File: src/rtl/rf_exec_unit.sv
`default_nettype none
// +--------------------------------------------------------------------------+
// | Module   : rf_exec_unit                                                  |
// | Brief    : Execute/writeback stage for reg_file: single-cycle ALU ops    |
// |            plus an iterative shift-add multiply, one write port.         |
// |            Optional forwarding enabled by macro RF_EXEC_BYPASS_EN.       |
// | Revision : 1.0                                                          |
// +--------------------------------------------------------------------------+
module rf_exec_unit #(
    parameter int ADDR_WIDTH = 5,
    parameter int DATA_WIDTH = 32
) (
    input  logic                  clk,
    input  logic                  rst_n,
    input  logic                  in_valid,
    output logic                  in_ready,
    input  logic [2:0]            in_op,
    input  logic [ADDR_WIDTH-1:0] in_rs1,
    input  logic [ADDR_WIDTH-1:0] in_rs2,
    input  logic [ADDR_WIDTH-1:0] in_rd,
    input  logic [DATA_WIDTH-1:0] in_imm,
    output logic [ADDR_WIDTH-1:0] rf_rd_addr1,
    output logic [ADDR_WIDTH-1:0] rf_rd_addr2,
    input  logic [DATA_WIDTH-1:0] rf_rd_data1,
    input  logic [DATA_WIDTH-1:0] rf_rd_data2,
    output logic [ADDR_WIDTH-1:0] rf_wr_addr,
    output logic [DATA_WIDTH-1:0] rf_wr_data,
    output logic                  rf_wr_en,
    output logic                  busy
);

    localparam int c_SHAMT_W = $clog2(DATA_WIDTH);
    localparam int c_CNT_W   = $clog2(DATA_WIDTH) + 1;
    localparam logic [c_CNT_W-1:0] c_CNT_INIT = c_CNT_W'(DATA_WIDTH);
    localparam logic [c_CNT_W-1:0] c_CNT_LAST = c_CNT_W'(1);

    localparam logic [2:0] c_OP_ADD = 3'd0;
    localparam logic [2:0] c_OP_SUB = 3'd1;
    localparam logic [2:0] c_OP_AND = 3'd2;
    localparam logic [2:0] c_OP_OR  = 3'd3;
    localparam logic [2:0] c_OP_XOR = 3'd4;
    localparam logic [2:0] c_OP_SLL = 3'd5;
    localparam logic [2:0] c_OP_LI  = 3'd6;
    localparam logic [2:0] c_OP_MUL = 3'd7;

    localparam logic [1:0] c_ST_IDLE = 2'd0;
    localparam logic [1:0] c_ST_EXEC = 2'd1;
    localparam logic [1:0] c_ST_MUL  = 2'd2;

    logic [1:0]            r_state;
    logic [1:0]            w_state_nxt;
    logic [2:0]            r_ex_op;
    logic [ADDR_WIDTH-1:0] r_ex_rd;
    logic [DATA_WIDTH-1:0] r_ex_a;
    logic [DATA_WIDTH-1:0] r_ex_b;
    logic [DATA_WIDTH-1:0] r_ex_imm;
    logic [c_CNT_W-1:0]    r_mul_cnt;
    logic [DATA_WIDTH-1:0] r_mul_acc;

    logic                  w_accept;
    logic                  w_ex_live;
    logic [DATA_WIDTH-1:0] w_opa;
    logic [DATA_WIDTH-1:0] w_opb;
    logic [DATA_WIDTH-1:0] w_ex_result;
    logic [DATA_WIDTH-1:0] w_mul_acc_nxt;
    logic                  w_mul_done;

    assign rf_rd_addr1 = in_rs1;
    assign rf_rd_addr2 = in_rs2;
    assign w_ex_live   = (r_state == c_ST_EXEC);
    assign w_accept    = in_valid && in_ready;
    assign w_mul_done  = (r_state == c_ST_MUL) && (r_mul_cnt == c_CNT_LAST);
    assign busy        = (r_state != c_ST_IDLE) || rf_wr_en;

`ifdef RF_EXEC_BYPASS_EN
    // Youngest producer wins: EX result ahead of the pending WB write.
    always_comb begin
        w_opa = rf_rd_data1;
        w_opb = rf_rd_data2;
        if (w_ex_live && (r_ex_rd == in_rs1)) begin
            w_opa = w_ex_result;
        end else if (rf_wr_en && (rf_wr_addr == in_rs1)) begin
            w_opa = rf_wr_data;
        end
        if (w_ex_live && (r_ex_rd == in_rs2)) begin
            w_opb = w_ex_result;
        end else if (rf_wr_en && (rf_wr_addr == in_rs2)) begin
            w_opb = rf_wr_data;
        end
    end

    assign in_ready = (r_state != c_ST_MUL);
`else
    logic w_hazard;

    assign w_opa = rf_rd_data1;
    assign w_opb = rf_rd_data2;

    // LI reads no operands, so it never waits on an in-flight producer.
    assign w_hazard = (in_op != c_OP_LI) &&
                      ((w_ex_live && ((r_ex_rd == in_rs1) || (r_ex_rd == in_rs2))) ||
                       (rf_wr_en  && ((rf_wr_addr == in_rs1) || (rf_wr_addr == in_rs2))));

    assign in_ready = (r_state != c_ST_MUL) && !(in_valid && w_hazard);
`endif

    always_comb begin
        w_ex_result = '0;
        case (r_ex_op)
            c_OP_ADD: w_ex_result = r_ex_a + r_ex_b;
            c_OP_SUB: w_ex_result = r_ex_a - r_ex_b;
            c_OP_AND: w_ex_result = r_ex_a & r_ex_b;
            c_OP_OR:  w_ex_result = r_ex_a | r_ex_b;
            c_OP_XOR: w_ex_result = r_ex_a ^ r_ex_b;
            c_OP_SLL: w_ex_result = r_ex_a << r_ex_b[c_SHAMT_W-1:0];
            c_OP_LI:  w_ex_result = r_ex_imm;
            default:  w_ex_result = '0;
        endcase
    end

    assign w_mul_acc_nxt = r_ex_b[0] ? (r_mul_acc + r_ex_a) : r_mul_acc;

    always_ff @(posedge clk or negedge rst_n) begin
        if (!rst_n) begin
            r_state <= c_ST_IDLE;
        end else begin
            r_state <= w_state_nxt;
        end
    end

    always_comb begin
        w_state_nxt = r_state;
        case (r_state)
            c_ST_IDLE, c_ST_EXEC: begin
                if (w_accept) begin
                    w_state_nxt = (in_op == c_OP_MUL) ? c_ST_MUL : c_ST_EXEC;
                end else begin
                    w_state_nxt = c_ST_IDLE;
                end
            end
            c_ST_MUL: begin
                if (w_mul_done) begin
                    w_state_nxt = c_ST_IDLE;
                end
            end
            default: w_state_nxt = c_ST_IDLE;
        endcase
    end

    // EX register; A/B double as the multiplicand/multiplier shift registers.
    always_ff @(posedge clk or negedge rst_n) begin
        if (!rst_n) begin
            r_ex_op   <= c_OP_ADD;
            r_ex_rd   <= '0;
            r_ex_a    <= '0;
            r_ex_b    <= '0;
            r_ex_imm  <= '0;
            r_mul_cnt <= '0;
            r_mul_acc <= '0;
        end else if (w_accept) begin
            r_ex_op   <= in_op;
            r_ex_rd   <= in_rd;
            r_ex_a    <= w_opa;
            r_ex_b    <= w_opb;
            r_ex_imm  <= in_imm;
            r_mul_cnt <= c_CNT_INIT;
            r_mul_acc <= '0;
        end else if (r_state == c_ST_MUL) begin
            r_mul_acc <= w_mul_acc_nxt;
            r_ex_a    <= r_ex_a << 1;
            r_ex_b    <= r_ex_b >> 1;
            r_mul_cnt <= r_mul_cnt - c_CNT_LAST;
        end
    end

    always_ff @(posedge clk or negedge rst_n) begin
        if (!rst_n) begin
            rf_wr_en   <= 1'b0;
            rf_wr_addr <= '0;
            rf_wr_data <= '0;
        end else if (w_ex_live) begin
            rf_wr_en   <= 1'b1;
            rf_wr_addr <= r_ex_rd;
            rf_wr_data <= w_ex_result;
        end else if (w_mul_done) begin
            rf_wr_en   <= 1'b1;
            rf_wr_addr <= r_ex_rd;
            rf_wr_data <= w_mul_acc_nxt;
        end else begin
            rf_wr_en   <= 1'b0;
        end
    end

endmodule
`default_nettype wire

File: config.mk
export PLATFORM = sky130hd
export DESIGN_NAME = rf_exec_unit
export DESIGN_NICKNAME = d
export VERILOG_FILES = /design/src/rtl/rf_exec_unit.sv
export SDC_FILE = /design/constraint.sdc
export NUM_CORES = 1
export LEC_CHECK = 0
export ABC_AREA = 1
export BUFFER_PORTS_ARGS = -buffer_cell sky130_fd_sc_hd__buf_2
export CAP_MARGIN = 0
export CORE_MARGIN = 1.5
export CORE_UTILIZATION = 45
export DETAILED_ROUTE_END_ITERATION = 10
export GPL_TIMING_DRIVEN = 0
export MAX_ROUTING_LAYER = met4
export SLEW_MARGIN = 20
export SYNTH_ARGS = -nofsm -noshare
export SYNTH_HDL_FRONTEND = slang
export SYNTH_SLANG_ARGS = --single-unit
File: constraint.sdc
create_clock -name clk -period 8.05 [get_ports clk]
set_input_delay 1.61 -clock clk [delete_from_list [all_inputs] [get_ports clk]]
set_output_delay 1.61 -clock clk [all_outputs]
set_load 0.01 [all_outputs]
# Word-level counts from Yosys, hierarchy flattened
# Index checks and enable logic that the tools add are counted.
# op_classes
add_sub_neg,4
eq_ne,17
shifts,1
mux,20
n_bitwise,3
reduce_logical,18
# op_table
operator,count
$mux W32,9
$pmux W32 S7,1
$add A32 B32 Y32,2
$and A32 B32 Y32,1
$or A32 B32 Y32,1
$shl A32 B5 Y32,1
$sub A32 B32 Y32,1
$xor A32 B32 Y32,1
$eq A5 B5 Y1,4
$eq A3 B3 Y1 const B,4
$mux W6,2
$mux W5,2
$logic_and A1 B1 Y1,7
$eq A3 B2 Y1 const B,2
$eq A6 B1 Y1 const B,1
$mux W2,3
$reduce_bool A2 Y1,3
$sub A6 B1 Y6 const B,1
$logic_or A1 B1 Y1,4
$ne A2 B2 Y1 const B,2
$pmux W2 S2,1
$eq A3 B1 Y1 const B,1
$logic_not A3 Y1,1
$ne A3 B3 Y1 const B,1
other kinds (6),7
# word_totals
register_bits,182
in_bits,117
word_cells,74

# Longest topological paths before layout
# logic_depth
word_depth,11
ltp_mapped,31

# Worst setup path after synthesis
# No wires, ideal clock.
# synth_timing
kind,input to output
from,input in_rs1[3]
to,output in_ready
t_arrival_ps,2242
required_ps,6440
setup_slack_ps,4198
stages,7
n_path_buf,0
cell_sequence,xor2_1 nor3_1 nand3_1 nand2_1 nand2_1 nand2_1 a31oi_1
# synth_via
elab_chain_cells,8
# synth_rtl
element,line,rtl
from (decl),18,"input logic [ADDR_WIDTH-1:0] in_rs1,"
"$eq A5 B5 Y1, on equally long branches","101, 102",
"$logic_or A1 B1 Y1, on equally long branches","101, 102",
"$logic_and A1 B1 Y1, on equally long branches","101, 102",
$logic_or A1 B1 Y1 (*),101,((w_ex_live && ((r_ex_rd == in_rs1) || (r_ex_rd == in_rs2))) ||
$logic_and A1 B1 Y1 (*),100,assign w_hazard = (in_op != c_OP_LI) &&
$logic_and A1 B1 Y1 (*),104,assign in_ready = (r_state != c_ST_MUL) && !(in_valid && w_hazard);
$logic_not A1 Y1 (*),104,
$logic_and A1 B1 Y1 (*),104,
to (decl),16,"output logic in_ready,"
# Mark *: on every way between the ends. The rest lies on a longest branch, timed or not.

# Worst setup path after layout
# layout_timing
from,register r_ex_b[0]
to,register rf_wr_data[20]
# layout_via
elab_chain_cells,3
# layout_rtl
element,line,rtl
from (decl),55,logic [DATA_WIDTH-1:0] r_ex_b;
from (signal assigned),164,r_ex_b <= w_opb;
from (signal assigned),171,r_ex_b <= r_ex_b >> 1;
$sub A32 B32 Y32 (tied with other cells),111,c_OP_SUB: w_ex_result = r_ex_a - r_ex_b;
$pmux W32 S7 or $mux W32 (tied branches),"109, 185",
$mux W32 (*),181,end else if (w_ex_live) begin
to (signal assigned),184,rf_wr_data <= w_ex_result;
to (signal assigned),188,rf_wr_data <= w_mul_acc_nxt;
to (decl),27,"output logic [DATA_WIDTH-1:0] rf_wr_data,"
# Mark *: on every way between the ends. The rest lies on a longest branch, timed or not. The select of a mux whose other input is x is not followed.
# A chain may end at the register's enable or synchronous reset.

==> results.sh <==
export IMPL_grt_setup_unrepaired="no"
export IMPL_io_pins=167
export IMPL_clkSinkCount=182
export IMPL_worst_path_max_fanout=12
export IMPL_grt_pass1_wl_um=114000
export IMPL_syn2layout_area_growth_pct=12.4
export IMPL_holdBufCountCts=0
export IMPL_wirelength_met1_um=34900
export IMPL_ys_seq_elements=182
export IMPL_drive_gt1_frac=0.0979
export IMPL_layout_nets=3249
export IMPL_finalWeightedCongestion=1.05
export IMPL_finalWirelength_um=78000
export IMPL_setup_tns_ns=0
export IMPL_antenna_found_initial=0
export IMPL_cp_common_cell="nand2_1"
export IMPL_grt_max_degree=65
export IMPL_fill_cells=4054
export IMPL_synth_nets=3062
export IMPL_routedWlPerCell_um=22.1
export IMPL_period_needed_ns=5.87
export IMPL_final_common_cell="nand2_1"
export IMPL_ant_nets=0
export IMPL_hold_viol_final=0
export IMPL_numCtsBuffers=17
export IMPL_initial_utilization=0.458
export IMPL_yosysWarnings=0
export IMPL_postSynth_asyncResetShare=1.00
export IMPL_htree_levels=4
export IMPL_highest_layer="met4"
export IMPL_vias_per_cell=5.67
export IMPL_fin_crit_sh=0.730
export IMPL_max_freq_mhz=170
export IMPL_multi_input_area_um2=10900
export IMPL_dr_first_iter_drc_count=2493
export IMPL_postCtsSetupRepairBufs=0
export IMPL_synth_edf_count=0
export IMPL_setup_violations_final=0
export IMPL_placed_area_um2=18800
export IMPL_num_rows=71
export IMPL_die_y_um=199
export IMPL_vias=20000
export IMPL_dr_pass1_iters=9
export IMPL_start_kind="flop"
export IMPL_port_buffers=166
export IMPL_worstPathRequired_ns=8.48
export IMPL_regArea_um2=4550
export IMPL_finalClockSkew_ns=0.0159
export IMPL_crit_family="simple AND/OR/NAND/NOR gates"
export IMPL_synth_lib_cells_used_distinct=45
export IMPL_fin_area_um2=19400
export IMPL_overflow=0
export IMPL_syn_avg_cell_area_um2=6.15
export IMPL_ys_seq_area_frac=0.263
export IMPL_power_density_nw_per_um2=379
export IMPL_crit_arrival_ns=6.31
export IMPL_fp_dieW_um=199
export IMPL_syn_inst=2813
export IMPL_vdd_drop_max_v=0.000279
export IMPL_die_area_um2=39600
export IMPL_dr_wl_met2_um=32100
export IMPL_wl_met3_um=8950
export IMPL_cts_root_buf="clkbuf_16"
export IMPL_tritoncts="built"
export IMPL_cts_max_path_buffers=2
export IMPL_cts_resized=0
export IMPL_final_cell_mix="nand2_1 (1,069), nand3_1 (411), inv_1 (332)"
export IMPL_ys_flop_type="dfrtp_1"
export IMPL_final_util=0.515
export IMPL_leakage_nw=10.7
export IMPL_core_area_um2=37800
export IMPL_synth_area_um2=17300
export IMPL_drc_errors=0
export IMPL_crit_buf_inv=6
export IMPL_tightest_slew_ns=1.13
export IMPL_clkTransAtPathRegs_ns=0.08
export IMPL_timing_worst_setup_path_type="flop to flop"
export IMPL_cpPeakStageDelay_ns=0.88
export IMPL_dp_hpwl_um=62400
export IMPL_grt_pass1_vias=17800
export IMPL_hold_class="flop to flop"
export IMPL_final_max_slew_viol_count=0
export IMPL_crit_path_end_kind="flop"
export IMPL_status="complete, no violations"
export IMPL_slowest_stage="clkbuf_1"
export IMPL_max_cap_viol_count=0
export IMPL_clk_latency_ns=0.50
export IMPL_grtUsageTotal=0.410
export IMPL_slew_headroom=0.249
==> metal layers <==
metal / vias up / GRT usage
met5: - / -
met4: 0 / 0.117
met3: 103 / 0.0889
met2: 1026 / 0.581
met1: 9433 / 0.582
li1: 9422 / -
==> worst paths after layout <==
path | from | endpoint | slack (ns) | cells after the start
max | r_ex_b[0] | rf_wr_data[20] | 2.18 | 25
min | rf_wr_data[26] | rf_wr_data[26] | 0.48 | 2
max reg2reg | r_ex_b[0] | rf_wr_data[20] | 2.18 | 25
min reg2reg | rf_wr_data[26] | rf_wr_data[26] | 0.48 | 2
max in group asynchronous | rst_n | r_state[0] | 6.25 | 2
min in group asynchronous | rst_n | r_ex_a[6] | 1.03 | 1
==> flip-flops by register name (all words and copies together), names as in the netlist <==
register,flops
r_mul_cnt,6
rf_wr_en,1
r_ex_b,32
r_mul_acc,32
r_ex_a,32
r_state,2
rf_wr_addr,5
r_ex_imm,32
r_ex_op,3
r_ex_rd,5
rf_wr_data,32
==> synthesized netlist by cell type (14+ instances only) <==
cell / instances / area, µm²
a21oi_1: 89 / 445
buf_2: 38 / 190
buf_4: 17 / 128
clkbuf_1: 45 / 169
dfrtp_1: 182 / 4550
ha_1: 130 / 1630
inv_1: 332 / 1250
nand2_1: 1069 / 4010
nand3_1: 411 / 2060
nand4_1: 21 / 131
nor2_1: 144 / 541
nor3_1: 19 / 95.1
o2111ai_1: 14 / 123
o21ai_0: 116 / 581
or2_2: 17 / 106
xor2_1: 43 / 377
==> stage by stage <==
step	instances	power [mW]	setup slack, ns	hold slack (ns)
finish	3525	7.37	2.18	0.477
floorplan	2813	4.51	4.20	0.449
CTS	3524	7.21	2.50	0.481
global placement	3490	6.25	2.17	0.459
global route	3524	7.86	2.05	0.496
detailed placement	3492	6.30	2.56	0.460
==> cells by family after synthesis <==
group | after synthesis | synth area share
XOR/XNOR | 56 | 0.0283
AO/OA/AOI/OAI | 281 | 0.0926
buffers and inverters | 457 | 0.106
AND/OR/NAND/NOR | 1705 | 0.413
adder cells (fa/ha/maj) | 132 | 0.0963
flip-flops | 182 | 0.263
==> report_power, final <==
group / leakage (nW) / internal [mW] / switching, mW / total [mW]
Sequential: 2.29 / 1.19 / 0.566 / 1.75
Combinational: 8.17 / 1.44 / 3.29 / 4.73
Clock: 0.287 / 0.420 / 0.474 / 0.894
==> worst reg2reg max path, cell delays in order (launching register included) <==
cell	delay [ns]
dfrtp_1	0.46
inv_2	0.12
clkbuf_1	0.37
clkbuf_1	0.88
ha_1	0.30
inv_1	0.06
nor3_2	0.17
nand2_1	0.25
nor4_4	0.29
nand2_1	0.17
nand2_1	0.14
xor2_1	0.37
ha_1	0.38
nand2_1	0.16
inv_1	0.05
a21oi_1	0.24
nand2_1	0.11
inv_1	0.07
nand3_1	0.18
nand2_1	0.13
nand2_1	0.06
o21ai_0	0.46
nand2_1	0.10
nand2_1	0.10
nand2_1	0.09
nand2_1	0.08
==> cell type report <==
| cell class | count | area share |
|---|---|---|
| Buffer | 115 | 0.0287 |
| Inverter | 342 | 0.0660 |
| Timing Repair Buffer | 168 | 0.0461 |
| Sequential cell | 182 | 0.234 |
| Antenna cell | 1 | 0.000129 |
| Multi-Input combinational cell | 2174 | 0.561 |
| Clock buffer | 17 | 0.0219 |
| Clock inverter | 15 | 0.00907 |
| Tap cell | 511 | 0.0329 |
(Power assumes the default switching activity.)
